<file path="src/rtl/ctrl_defs.sv">
// Shared definitions for the multicycle MIPS control unit:
// opcodes, state encodings, datapath select codes, decode dispatch.
package ctrl_defs;

    localparam logic [5:0] OP_RTYPE = 6'h00;
    localparam logic [5:0] OP_J     = 6'h02;
    localparam logic [5:0] OP_JAL   = 6'h03;
    localparam logic [5:0] OP_BEQ   = 6'h04;
    localparam logic [5:0] OP_BNE   = 6'h05;
    localparam logic [5:0] OP_ADDI  = 6'h08;
    localparam logic [5:0] OP_LW    = 6'h23;
    localparam logic [5:0] OP_SW    = 6'h2B;
    localparam logic [5:0] FN_JR    = 6'h08;

    localparam logic [1:0] WR_RT   = 2'b00;
    localparam logic [1:0] WR_RD   = 2'b01;
    localparam logic [1:0] WR_SRC3 = 2'b10;
    localparam logic [1:0] WR_RA   = 2'b11;

    localparam logic [1:0] M2R_ALUOUT = 2'b00;
    localparam logic [1:0] M2R_MDR    = 2'b01;
    localparam logic [1:0] M2R_PC     = 2'b10;

    localparam logic [1:0] PCS_ALU    = 2'b00;
    localparam logic [1:0] PCS_ALUOUT = 2'b01;
    localparam logic [1:0] PCS_JUMP   = 2'b10;
    localparam logic [1:0] PCS_MEM    = 2'b11;

    localparam logic [1:0] IORD_PC     = 2'b00;
    localparam logic [1:0] IORD_ALUOUT = 2'b01;
    localparam logic [1:0] IORD_OVF    = 2'b10;
    localparam logic [1:0] IORD_OPC    = 2'b11;

    localparam logic [1:0] SRCB_B   = 2'b00;
    localparam logic [1:0] SRCB_4   = 2'b01;
    localparam logic [1:0] SRCB_IMM = 2'b10;
    localparam logic [1:0] SRCB_BR  = 2'b11;

    localparam logic [2:0] ALU_NONE  = 3'b000;
    localparam logic [2:0] ALU_ADD   = 3'b001;
    localparam logic [2:0] ALU_SUB   = 3'b010;
    localparam logic [2:0] ALU_AND   = 3'b011;
    localparam logic [2:0] ALU_FUNCT = 3'b100;

    typedef enum logic [4:0] {
        ST_RESET        = 5'd0,
        ST_FETCH        = 5'd1,
        ST_FETCH_WAIT   = 5'd2,
        ST_DECODE       = 5'd3,
        ST_EXEC_R       = 5'd4,
        ST_WB_R         = 5'd5,
        ST_EXEC_I       = 5'd6,
        ST_WB_I         = 5'd7,
        ST_ADDR         = 5'd8,
        ST_MEM_RD       = 5'd9,
        ST_LW_WB        = 5'd10,
        ST_MEM_WR       = 5'd11,
        ST_BEQ          = 5'd12,
        ST_BNE          = 5'd13,
        ST_JUMP         = 5'd14,
        ST_JAL          = 5'd15,
        ST_JR           = 5'd16,
        ST_EXC_OVF      = 5'd17,
        ST_EXC_OPC      = 5'd18,
        ST_EXC_WAIT_OVF = 5'd19,
        ST_EXC_WAIT_OPC = 5'd20
    } state_t;

    typedef struct packed {
        logic       pc_wr;
        logic       pc_wr_cond;
        logic       br_ne;
        logic [1:0] pc_src;
        logic [1:0] iord;
        logic       mem_wr;
        logic       ir_wr;
        logic       reg_wr;
        logic [1:0] wr_reg_sel;
        logic [1:0] mem_to_reg;
        logic       alu_src_a;
        logic [1:0] alu_src_b;
        logic [2:0] alu_op;
        logic       ab_wr;
        logic       aluout_wr;
        logic       mdr_wr;
        logic       epc_wr;
    } ctrl_t;

    function automatic state_t dispatch(input logic [5:0] op,
                                        input logic [5:0] fn);
        state_t s;
        s = ST_EXC_OPC;
        case (op)
            OP_RTYPE: s = (fn == FN_JR) ? ST_JR : ST_EXEC_R;
            OP_ADDI:  s = ST_EXEC_I;
            OP_LW,
            OP_SW:    s = ST_ADDR;
            OP_BEQ:   s = ST_BEQ;
            OP_BNE:   s = ST_BNE;
            OP_J:     s = ST_JUMP;
            OP_JAL:   s = ST_JAL;
            default:  s = ST_EXC_OPC;
        endcase
        return s;
    endfunction

endpackage

</file>
<file path="src/rtl/ctrl_wait_cnt.sv">
// Loadable 3-bit down-counter for memory wait states.
// done is high whenever the count has reached zero.
module ctrl_wait_cnt (
    input  logic       clk,
    input  logic       rst_n,
    input  logic       load,
    input  logic [2:0] load_val,
    output logic       done
);

    logic [2:0] cnt;

    always_ff @(posedge clk or negedge rst_n) begin
        if (!rst_n) begin
            cnt <= '0;
        end else if (load) begin
            cnt <= load_val;
        end else if (cnt != 3'd0) begin
            cnt <= cnt - 3'd1;
        end
    end

    assign done = (cnt == 3'd0);

endmodule

</file>
<file path="src/rtl/ctrl_unit_fsm.sv">
// Multicycle MIPS control unit: Moore FSM driving all datapath
// selects and write enables, with memory waits and exceptions.
module ctrl_unit_fsm
    import ctrl_defs::*;
#(
    parameter int          MEM_WAIT    = 2,
    parameter logic [31:0] EXC_VEC_OVF = 32'd254,
    parameter logic [31:0] EXC_VEC_OPC = 32'd253
) (
    input  logic       clk,
    input  logic       reset,
    input  logic [5:0] opcode,
    input  logic [5:0] funct,
    input  logic       alu_zero,
    input  logic       alu_ovf,
    output logic       pc_wr,
    output logic       pc_wr_cond,
    output logic       br_ne,
    output logic [1:0] pc_src,
    output logic [1:0] iord,
    output logic       mem_wr,
    output logic       ir_wr,
    output logic       reg_wr,
    output logic [1:0] wr_reg_sel,
    output logic [1:0] mem_to_reg,
    output logic       alu_src_a,
    output logic [1:0] alu_src_b,
    output logic [2:0] alu_op,
    output logic       ab_wr,
    output logic       aluout_wr,
    output logic       mdr_wr,
    output logic       epc_wr,
    output logic [4:0] state_dbg
);

    if (MEM_WAIT < 1 || MEM_WAIT > 7 || EXC_VEC_OVF == EXC_VEC_OPC) begin : g_bad_param
        $error("ctrl_unit_fsm: invalid parameters");
    end

    localparam logic [2:0] WAIT_LD = 3'(MEM_WAIT - 1);

    state_t state, state_nx;
    ctrl_t  c;
    logic   wait_ld, wait_done;

    // Branch resolution on the zero flag happens in the PC write gate.
    logic unused_in;
    assign unused_in = alu_zero;

    ctrl_wait_cnt u_wait (
        .clk      (clk),
        .rst_n    (reset),
        .load     (wait_ld),
        .load_val (WAIT_LD),
        .done     (wait_done)
    );

    always_ff @(posedge clk or negedge reset) begin
        if (!reset) state <= ST_RESET;
        else        state <= state_nx;
    end

    always_comb begin
        state_nx = ST_RESET;
        c        = '0;
        wait_ld  = 1'b0;
        case (state)
            ST_RESET: state_nx = ST_FETCH;
            ST_FETCH, ST_FETCH_WAIT: begin
                c.iord      = IORD_PC;
                c.alu_src_b = SRCB_4;
                c.alu_op    = ALU_ADD;
                wait_ld     = (state == ST_FETCH);
                state_nx    = ST_FETCH_WAIT;
                if (state == ST_FETCH_WAIT && wait_done) begin
                    c.ir_wr  = 1'b1;
                    c.pc_wr  = 1'b1;
                    c.pc_src = PCS_ALU;
                    state_nx = ST_DECODE;
                end
            end
            ST_DECODE: begin
                c.ab_wr     = 1'b1;
                c.aluout_wr = 1'b1;
                c.alu_src_b = SRCB_BR;
                c.alu_op    = ALU_ADD;
                state_nx    = dispatch(opcode, funct);
            end
            ST_EXEC_R: begin
                c.alu_src_a = 1'b1;
                c.alu_src_b = SRCB_B;
                c.alu_op    = ALU_FUNCT;
                c.aluout_wr = 1'b1;
                state_nx    = alu_ovf ? ST_EXC_OVF : ST_WB_R;
            end
            ST_EXEC_I: begin
                c.alu_src_a = 1'b1;
                c.alu_src_b = SRCB_IMM;
                c.alu_op    = ALU_ADD;
                c.aluout_wr = 1'b1;
                state_nx    = alu_ovf ? ST_EXC_OVF : ST_WB_I;
            end
            ST_WB_R, ST_WB_I: begin
                c.reg_wr     = 1'b1;
                c.wr_reg_sel = (state == ST_WB_R) ? WR_RD : WR_RT;
                c.mem_to_reg = M2R_ALUOUT;
                state_nx     = ST_FETCH;
            end
            ST_ADDR: begin
                c.alu_src_a = 1'b1;
                c.alu_src_b = SRCB_IMM;
                c.alu_op    = ALU_ADD;
                c.aluout_wr = 1'b1;
                wait_ld     = 1'b1;
                state_nx    = (opcode == OP_SW) ? ST_MEM_WR : ST_MEM_RD;
            end
            ST_MEM_RD: begin
                c.iord   = IORD_ALUOUT;
                c.mdr_wr = wait_done;
                state_nx = wait_done ? ST_LW_WB : ST_MEM_RD;
            end
            ST_LW_WB: begin
                c.reg_wr     = 1'b1;
                c.wr_reg_sel = WR_RT;
                c.mem_to_reg = M2R_MDR;
                state_nx     = ST_FETCH;
            end
            ST_MEM_WR: begin
                c.iord   = IORD_ALUOUT;
                c.mem_wr = 1'b1;
                state_nx = ST_FETCH;
            end
            ST_BEQ, ST_BNE: begin
                c.alu_src_a  = 1'b1;
                c.alu_src_b  = SRCB_B;
                c.alu_op     = ALU_SUB;
                c.pc_wr_cond = 1'b1;
                c.pc_src     = PCS_ALUOUT;
                c.br_ne      = (state == ST_BNE);
                state_nx     = ST_FETCH;
            end
            ST_JUMP: begin
                c.pc_wr  = 1'b1;
                c.pc_src = PCS_JUMP;
                state_nx = ST_FETCH;
            end
            ST_JAL: begin
                c.reg_wr     = 1'b1;
                c.wr_reg_sel = WR_RA;
                c.mem_to_reg = M2R_PC;
                c.pc_wr      = 1'b1;
                c.pc_src     = PCS_JUMP;
                state_nx     = ST_FETCH;
            end
            ST_JR: begin
                c.alu_src_a = 1'b1;
                c.alu_op    = ALU_NONE;
                c.pc_wr     = 1'b1;
                c.pc_src    = PCS_ALU;
                state_nx    = ST_FETCH;
            end
            // EPC captures PC-4 while the handler vector is being read.
            ST_EXC_OVF, ST_EXC_OPC: begin
                c.epc_wr    = 1'b1;
                c.alu_src_b = SRCB_4;
                c.alu_op    = ALU_SUB;
                c.iord      = (state == ST_EXC_OVF) ? IORD_OVF : IORD_OPC;
                wait_ld     = 1'b1;
                state_nx    = (state == ST_EXC_OVF) ? ST_EXC_WAIT_OVF
                                                    : ST_EXC_WAIT_OPC;
            end
            ST_EXC_WAIT_OVF, ST_EXC_WAIT_OPC: begin
                c.iord   = (state == ST_EXC_WAIT_OVF) ? IORD_OVF : IORD_OPC;
                state_nx = state;
                if (wait_done) begin
                    c.pc_wr  = 1'b1;
                    c.pc_src = PCS_MEM;
                    state_nx = ST_FETCH;
                end
            end
            default: state_nx = ST_RESET;
        endcase
    end

    assign pc_wr      = c.pc_wr;
    assign pc_wr_cond = c.pc_wr_cond;
    assign br_ne      = c.br_ne;
    assign pc_src     = c.pc_src;
    assign iord       = c.iord;
    assign mem_wr     = c.mem_wr;
    assign ir_wr      = c.ir_wr;
    assign reg_wr     = c.reg_wr;
    assign wr_reg_sel = c.wr_reg_sel;
    assign mem_to_reg = c.mem_to_reg;
    assign alu_src_a  = c.alu_src_a;
    assign alu_src_b  = c.alu_src_b;
    assign alu_op     = c.alu_op;
    assign ab_wr      = c.ab_wr;
    assign aluout_wr  = c.aluout_wr;
    assign mdr_wr     = c.mdr_wr;
    assign epc_wr     = c.epc_wr;
    assign state_dbg  = state;

endmodule
</file>
<file path="config.mk">
export PLATFORM = sky130hd
export DESIGN_NAME = ctrl_unit_fsm
export DESIGN_NICKNAME = d
export VERILOG_FILES = /design/src/rtl/ctrl_defs.sv /design/src/rtl/ctrl_wait_cnt.sv /design/src/rtl/ctrl_unit_fsm.sv
export SDC_FILE = /design/constraint.sdc
export NUM_CORES = 1
export LEC_CHECK = 0
export ABC_AREA = 1
export CORE_UTILIZATION = 41
export DETAILED_ROUTE_END_ITERATION = 12
export GPL_TIMING_DRIVEN = 0
export HOLD_SLACK_MARGIN = 0.02
export PLACE_DENSITY = 0.8
export SLEW_MARGIN = 20
export SYNTH_ARGS = -nofsm -noshare
export SYNTH_HDL_FRONTEND = slang
export SYNTH_SLANG_ARGS = --single-unit
</file>
<file path="constraint.sdc">
create_clock -name clk -period 1.8 [get_ports clk]
set_input_delay 0.36 -clock clk [delete_from_list [all_inputs] [get_ports clk]]
set_output_delay 0.36 -clock clk [all_outputs]
set_load 0.02 [all_outputs]
</file>
==> flow_summary.yaml, run 1 <==
sta:
  tightest_slew_ns: 0.3740
  slew_headroom_pct: 74.99
  rsz0062_at_grt: "true"
  finClkSkew_ns: 0.001089
  maxSlewViolCount: 0
  fin_tns_setup_ns: -2.033
  fin_crit_sh_pct: 114.4
  finalSetupViolations: 18
  fmax_mhz: 485.7
  layout_min_cycle_time_ns: 2.059
  final-hold-violation-count: 0
  layout_setup_ws_ns: -0.2587
routing:
  drt_iter0_markers: 77
  routed_wl_mm: 4.528
  dr_total_vias: 1517
  wire_per_inst_um: 16.96
  ant_nets: 0
  via_per_inst: 5.682
  drt-pass1-iter-count: 4
  drc: 0
cells_and_area:
  fin_nets: 259
  layoutNonFillerInstCount: 267
  layout_common_cells: "buf_4 (30), nand2_1 (25), buf_6 (20)"
  nFillCells: 119
  final_common_cell: "buf_4"
  drive_gt1_share_pct: 52.30
  regArea_um2: 205.2
  diodes: 0
  multi_input_area_um2: 869.6
  area_growth_pct: 98.33
  fin_util_pct: 86.44
setup_path:
  worstPathMaxFanout: 5
  worstSetupPathType: "reg2out"
  crit_arrival_ns: 1.70
  cp-end-kind: "output pin"
  critPathLaunchType: "flip-flop"
  required_ns: 1.44
logic_synthesis:
  syn_area_um2: 973.4
  synthCells: 163
  synth.net_count: 181
  yosysWarnings: 0
  seq_area_frac_synth_pct: 20.57
  synth.distinct_cells: 26
  avgSynthCellArea_um2: 5.972
  ys_ff_latch: 8
clock_tree:
  numCtsBuffers: 3
  cts.sinks: 8
  cts_root_buf: "clkbuf_4"
  cts_tree: "yes"
  cts.clk_slew.worst_paths_ns: 0.05
  h-tree-depth: 1
  postCtsHoldBufs: 0
  clk_path_buf_depth: 2
  clock_latency_ns: 0.26
pwr:
  internal_power_uw: 1562
  power.share.sequential_pct: 11.7
  p_sw_uw: 1810
  clockPowerShare_pct: 4.2
  ir_drop_mv: 1.448
  leakage_uw: 0.001034
  pwr-share-comb_pct: 84.1
  switching_share_pct: 53.67
  power_per_cell_area_nw_per_um2: 1747
  finalPower_uw: 3373
grt:
  grt_pass1_vias: 1350
  gr-usage-met2_pct: 57.11
  overflow: 0
  globalRouteMet3Util_pct: 2.424
  grt_max_degree: 9
  antenna_found_initial: 0
  grt_pass1_wl_mm: 5.851
  grtUsageMet1_pct: 31.87
  grtUsageTotal_pct: 30.05
  busiest_layer: "met2"
floorplanning:
  io_pins: 45
  start_util_pct: 43.59
  die_w_um: 50.73
  fp.coreArea_um2: 2233
  dieArea_um2: 2573
  fp-row-count: 17
  die_h_um: 50.73
placed_design:
  placedCellCount: 234
  dp_hpwl_mm: 2.434
  port-buffer-count: 43
  gp_congestion: 0.8795
status:
  status: "finished, violations left"
  violations: "setup timing"
hold_path:
  hold_class: "in2async"
job:
  maxCapViolCount: 0
## sequential cells by signal, indices dropped and copies added (netlist names)
name,flops
state_dbg,5
u_wait.cnt,3
## layer usage
| metal | share of wire, % | vias up | routed length (um) |
|---|---|---|---|
| li1 | - | 682 | - |
| met4 | 5.4 | 0 | 245 |
| met1 | 38 | 687 | 1701 |
| met5 | 0 | - | 0 |
| met2 | 49 | 113 | 2214 |
| met3 | 8.1 | 35 | 366 |
## synthesized netlist by cell type (all sizes together)
cell type	count	area, um^2
nor4	1	6.260
nor3	5	25.02
or2	2	12.51
nand4	5	31.28
a211oi	1	12.51
nor2	32	157.7
a21oi	3	15.01
o21ai	7	35.03
dfrtp	8	200.2
nand3	21	130.1
buf	2	12.51
nand3b	1	7.510
inv	28	107.6
ha	2	25.02
o21bai	1	7.510
nand2	42	175.2
o2111ai	1	8.760
clkinv	1	3.750
## power by group through the flow
stage	Sequential [uW]	Clock, uW	Combinational, uW
2_1_floorplan	412	0	1060
3_3_place_gp	377	0	1720
3_5_place_dp	382	0	1760
4_1_cts	384	140	2260
5_1_grt	403	149	2960
6_report	396	140	2840
## final cells by class
class                           count  share of cell area (%)
Sequential cell                     8                   10.63
Tap cell                           28                   1.815
Multi-Input combinational cell    124                   45.04
Timing Repair Buffer               73                   33.83
Buffer                              2                  0.9721
Inverter                           29                   6.546
Clock buffer                        3                   1.167
## metrics by stage
step                setup WS, ns  cell area, um^2  hold WS [ns]
finish                   -0.2587             1931        0.3847
detailed placement       -0.4711             1446        0.4774
global placement         -0.4290             1446        0.4672
global route             -0.2947             1931        0.3977
floorplan                0.01118            980.9       0.06441
CTS                      -0.1736             1729        0.3905
## critical path, stage by stage (launching register included)
cell and delay (ns):
dfrtp_2 0.46, nor2_4 0.18, buf_6 0.12, buf_6 0.10, nand4_1 0.19, buf_4 0.22, inv_2 0.05, buf_6 0.10
## logic make-up (layout without fill, tap and decap cells)
group | count (synthesis) | in the layout | share of synthesized area, %
flip-flops | 8 | 8 | 20.57
adder cells (fa/ha/maj) | 2 | 2 | 2.570
AO/OA/AOI/OAI | 13 | 13 | 8.097
AND/OR/NAND/NOR | 109 | 109 | 56.04
buffers and inverters | 31 | 107 | 12.72
## timing repair
item | 4_1_cts | 5_1_grt
hold endpoints to repair | 0 | 0
endpoints found under the setup margin | 26 | 25
resized for setup | 143 | 54
buffers inserted | 19 | 12
pin swaps | 11 | 8
## final timing paths
| check | cells past startpoint | slack, ns | startpoint | endpoint |
|---|---|---|---|---|
| worst max-delay path | 7 | -0.26 | state_dbg[2] | ir_wr |
| worst min-delay path | 1 | 0.38 | reset | state_dbg[4] |
| worst max register to register | 10 | 0.07 | state_dbg[2] | state_dbg[0] |
| worst min register to register | 1 | 0.50 | u_wait.cnt[2] | u_wait.cnt[2] |
| max in group asynchronous | 1 | 1.12 | reset | state_dbg[3] |
| min in group clk | 1 | 0.50 | u_wait.cnt[2] | u_wait.cnt[2] |
Note: power is estimated with default switching activity, not from simulation.
==> run 2, diff against run 1 <==
--- a/config.mk
+++ b/config.mk
@@ -5,12 +5,11 @@
 export SDC_FILE = /design/constraint.sdc
 export NUM_CORES = 1
 export LEC_CHECK = 0
-export ABC_AREA = 1
-export CORE_UTILIZATION = 41
+export CORE_UTILIZATION = 44
 export DETAILED_ROUTE_END_ITERATION = 12
 export GPL_TIMING_DRIVEN = 0
 export HOLD_SLACK_MARGIN = 0.02
-export PLACE_DENSITY = 0.8
+export PLACE_DENSITY = 0.81
 export SLEW_MARGIN = 20
 export SYNTH_ARGS = -nofsm -noshare
 export SYNTH_HDL_FRONTEND = slang
==> run 2 against run 1 <==
Against the previous run:
- the flow now stops in 5_1_grt
- synthesized area is 19% higher
- synthesized cell count fell by 1.2%
==> flow_summary.yaml, run 2 <==
logic_synthesis:
  ys.flop_type: "dfrtp_1"
  synth_common_cells: "nor2_1 (15), a21oi_1 (14), buf_2 (11), nand2b_1 (11), o21ai_0 (10)"
  avgSynthCellArea_um2: 7.181
  seq_area_frac_synth_pct: 17.32
  synthCells: 161
  ys_ff_latch: 8
  yosysTopAreaCell: "dfrtp_1"
  synth_most_common_cell: "nor2_1"
  synth.distinct_cells: 49
  yosysWarnings: 0
  synth-edff-count: 0
  syn_area_um2: 1156
  netlist_top_cells_area: "dfrtp_1 (17%), a21oi_1 (6.1%), nand2b_1 (6.0%), nor2_1 (4.9%), buf_2 (4.8%)"
  synth_top_area_share_pct: 17.32
  async_flop_share_pct: 100.0
  synth.net_count: 179
placed_design:
  place_area_um2: 1738
  placedCellCount: 234
  gp_congestion: 0.9301
  port-buffer-count: 43
  dp_hpwl_mm: 2.923
status:
  status: "aborted with a tool error"
  lastStage: "5_1_grt"
  error: "[ERROR DPL-0038] Utilization greater than 100%, impossible to legalize"
sta:
  worst_path_end_type: "top-level output"
  crit_endpoint: "pc_wr"
floorplanning:
  die_w_um: 53.26
  die_h_um: 53.26
  io_pins: 45
  start_util_pct: 46.67
  fp-row-count: 18
grt:
  grt_max_degree: 11
clock_tree:
  numCtsBuffers: 3
  clk_path_buf_depth: 2
  cts.sinks: 8
  postCtsHoldBufs: 0
  cts_root_buf: "clkbuf_4"
  h-tree-depth: 1
run 2: cell count changes after synthesis, moves of 5 or more:
cell and delta:
nand2_2 -7, inv_1 -13, inv_2 -7, nand2_1 -29, nand3_1 -10, buf_2 +10
a21oi_1 +11, nand4_1 -5, nand3_2 -5, nor2_1 -10, nand2b_1 +11
run 2: kinds of logic after synthesis:
logic type	count (synthesis)	share of synthesized area [%]
DFF	8	17.32
and+or+nand+nor	73	37.23
AOI/OAI and AO/OA	50	29.01
buffers and inverters	23	10.28
muxes	2	1.732
adders and majority gates	2	2.164
xor gates and xnor gates	3	2.273
run 2: repair_timing:
action | 4_1_cts
endpoints found under the setup margin | 24
cloned | 3
pin swaps | 20
resized for setup | 210
setup buffers | 30
run 2: metrics by stage:
step	setup TNS [ns]	hold slack (ns)	worst slack, ns
after floorplan	-0.3238	0.06441	-0.1468
after global placement	-9.623	0.5534	-0.7328
after detailed placement	-10.20	0.6052	-0.7643
after CTS	-2.631	0.3720	-0.3394
==> run 3, diff against run 2 <==
--- a/config.mk
+++ b/config.mk
@@ -5,11 +5,11 @@
 export SDC_FILE = /design/constraint.sdc
 export NUM_CORES = 1
 export LEC_CHECK = 0
-export CORE_UTILIZATION = 44
+export CORE_AREA = 2 2 63 65
 export DETAILED_ROUTE_END_ITERATION = 12
+export DIE_AREA = 0 0 65 67
 export GPL_TIMING_DRIVEN = 0
-export HOLD_SLACK_MARGIN = 0.02
-export PLACE_DENSITY = 0.81
+export PLACE_DENSITY_LB_ADDON = 0.15
 export SLEW_MARGIN = 20
 export SYNTH_ARGS = -nofsm -noshare
 export SYNTH_HDL_FRONTEND = slang
==> run 3 against run 2 <==
Against the previous run:
- the flow now finishes, with violations (setup timing)
- synthesized area stayed put
- synthesized cell count unchanged
==> flow_summary.yaml, run 3 <==
clock_tree:
  h-tree-depth: 1
  cts.sinks: 8
  cts_root_buf: "clkbuf_8"
  cts_tree: "yes"
  postCtsHoldBufs: 0
  cts.clk_slew.worst_paths_ns: 0.04
  clk_path_buf_depth: 2
  numCtsBuffers: 3
  clock_latency_ns: 0.23
status:
  status: "finished, violations left"
  violations: "setup timing"
logic_synthesis:
  yosysWarnings: 0
  seq_area_frac_synth_pct: 17.32
  synth-edff-count: 0
  syn_area_um2: 1156
  synthCells: 161
  synth.net_count: 179
  yosysTopAreaCell: "dfrtp_1"
  ys.flop_type: "dfrtp_1"
  synth_top_area_share_pct: 17.32
  netlist_top_cells_area: "dfrtp_1 (17%), a21oi_1 (6.1%), nand2b_1 (6.0%), nor2_1 (4.9%), buf_2 (4.8%)"
  synth_most_common_cell: "nor2_1"
  synth.distinct_cells: 49
  ys_ff_latch: 8
  async_flop_share_pct: 100.0
  avgSynthCellArea_um2: 7.181
  synth_common_cells: "nor2_1 (15), a21oi_1 (14), buf_2 (11), nand2b_1 (11), o21ai_0 (10)"
cells_and_area:
  diodes: 0
  fin_nets: 282
  final_common_cell: "buf_4"
  layout_common_cells: "buf_4 (47), buf_6 (28), clkdlybuf4s50_1 (19)"
  area_growth_pct: 137.0
  drive_gt1_share_pct: 60.84
  layoutNonFillerInstCount: 311
  largest_register_ffs: 5
floorplanning:
  fp-row-count: 22
  fp.coreArea_um2: 3606
  die_w_um: 65
  io_pins: 45
  dieArea_um2: 4355
  die_h_um: 67
  start_util_pct: 32.06
grt:
  grt_max_degree: 11
  grt_pass1_wl_mm: 7.866
  grtUsageTotal_pct: 23.54
  overflow: 0
  antenna_found_initial: 0
  grt_pass1_vias: 1732
routing:
  wl_met2_mm: 3.207
  via_per_inst: 5.891
  wl_met3_um: 435
  drc: 0
  drt_iter0_markers: 124
  routed_wl_mm: 6.133
  routed.top_layer: "met4"
  drt-pass1-iter-count: 5
  dr_total_vias: 1832
  ant_nets: 0
  wire_per_inst_um: 19.72
  met1_length_mm: 2.302
placed_design:
  placedCellCount: 252
  port-buffer-count: 43
  gp_congestion: 0.8741
  dp_hpwl_mm: 3.051
setup_path:
  slowest_delay_ns: 0.45
  crit_family: "compound AO/OA/AOI/OAI gates"
  cp-end-kind: "output pin"
  required_ns: 1.44
  crit_arrival_ns: 1.73
  worstPathMaxFanout: 5
  reg2regPathDepth: 9
  cp_num_cells: 6
  critical_path.slowest_cell: "dfrtp_2"
  critPathLaunchType: "flip-flop"
  worstSetupPathType: "reg2out"
  cp.buffers_inverters: 2
  path_cells: "buf_2 -> and3b_1 -> o211ai_1 -> o31ai_1 -> a22o_1 -> buf_6"
sta:
  finalSetupViolations: 20
  tightest_slew_ns: 0.3628
  layout_setup_ws_ns: -0.2920
  finClkSkew_ns: 0.005966
  fin_tns_setup_ns: -2.709
  fin_crit_sh_pct: 116.2
  rsz0062_at_grt: "true"
  maxSlewViolCount: 0
  slew_headroom_pct: 75.47
  layout_min_cycle_time_ns: 2.092
  fmax_mhz: 478.0
  final-hold-violation-count: 0
pwr:
  leakage_uw: 0.001156
  power_per_cell_area_nw_per_um2: 1832
  ir_drop_mv: 0.8503
hold_path:
  hold_class: "in2async"
job:
  maxCapViolCount: 0
==> run 3: cell counts after synthesis <==
Identical to the previous run, type by type.
==> run 3: layer usage <==
layer  track usage [%]  vias to the layer above
met5                 0                        -
met4             7.979                        0
met3             3.547                       29
met2             44.72                      119
met1             26.55                      883
li1                  -                      801
==> run 3: what timing repair did <==
action / in CTS / in global routing
gates resized for setup: 199 / 39
buffers inserted: 25 / 22
setup endpoints to repair: 24 / 24
pin swaps: 18 / 18
gates cloned: 6 / 3
==> run 3: final timing paths <==
path	endpoint	slack, ns	start
hold reg to reg	u_wait.cnt[1]	0.59	u_wait.cnt[1]
min in group clk	u_wait.cnt[1]	0.59	u_wait.cnt[1]
max in group asynchronous	u_wait.cnt[2]	1.09	reset
setup reg to reg	state_dbg[0]	0.02	u_wait.cnt[0]
setup / recovery	pc_wr	-0.29	state_dbg[2]
hold / removal	state_dbg[4]	0.41	reset
==> run 3: through the flow <==
step | power, uW | util (%) | hold slack, ns | cell area, um^2 | setup WS [ns]
after floorplan | 2023 | - | 0.06441 | 1270 | -0.1468
after global placement | 2787 | 48.82 | 0.5608 | 1760 | -0.6968
after detailed placement | 2802 | 48.82 | 0.5662 | 1760 | -0.7082
after CTS | 4153 | 65.27 | 0.4189 | 2354 | -0.2473
after global routing | 5227 | 75.99 | 0.4316 | 2740 | -0.3418
final | 5021 | 75.99 | 0.4109 | 2740 | -0.2920
==> run 3: cell families after synthesis <==
kind of cell	count (synthesis)	share of synthesized area (%)
simple gates	73	37.23
fa+ha+maj	2	2.164
buf+inv	23	10.28
compound gates	50	29.01
flops	8	17.32
xor+xnor	3	2.273
mux	2	1.732
==> run 3: cell type report <==
type | instances | area [um^2]
well taps | 48 | 60.06
multi-input cells | 130 | 1184
repair buffers | 99 | 978.4
fillers | 232 | 865.8
flip-flops and latches | 8 | 205.2
clock buffers | 4 | 45.04
inverters | 7 | 40.04
plain buffers | 15 | 227.7
==> run 3: report_power, final <==
group          switching [uW]  total, uW  internal, uW  leakage, uW
combinational            2120       4430          2310      0.00104
sequential               93.1        361           268    0.0000946
clock                    71.1        225           153    0.0000228
==> run 3: worst reg2reg max path: stages, from the launching register on <==
cell	delay, ns
dfrtp_1	0.37
inv_2	0.09
ha_4	0.14
buf_4	0.09
nand2b_1	0.06
buf_6	0.15
buf_4	0.15
o21ai_0	0.21
a21oi_1	0.12
o31a_1	0.28
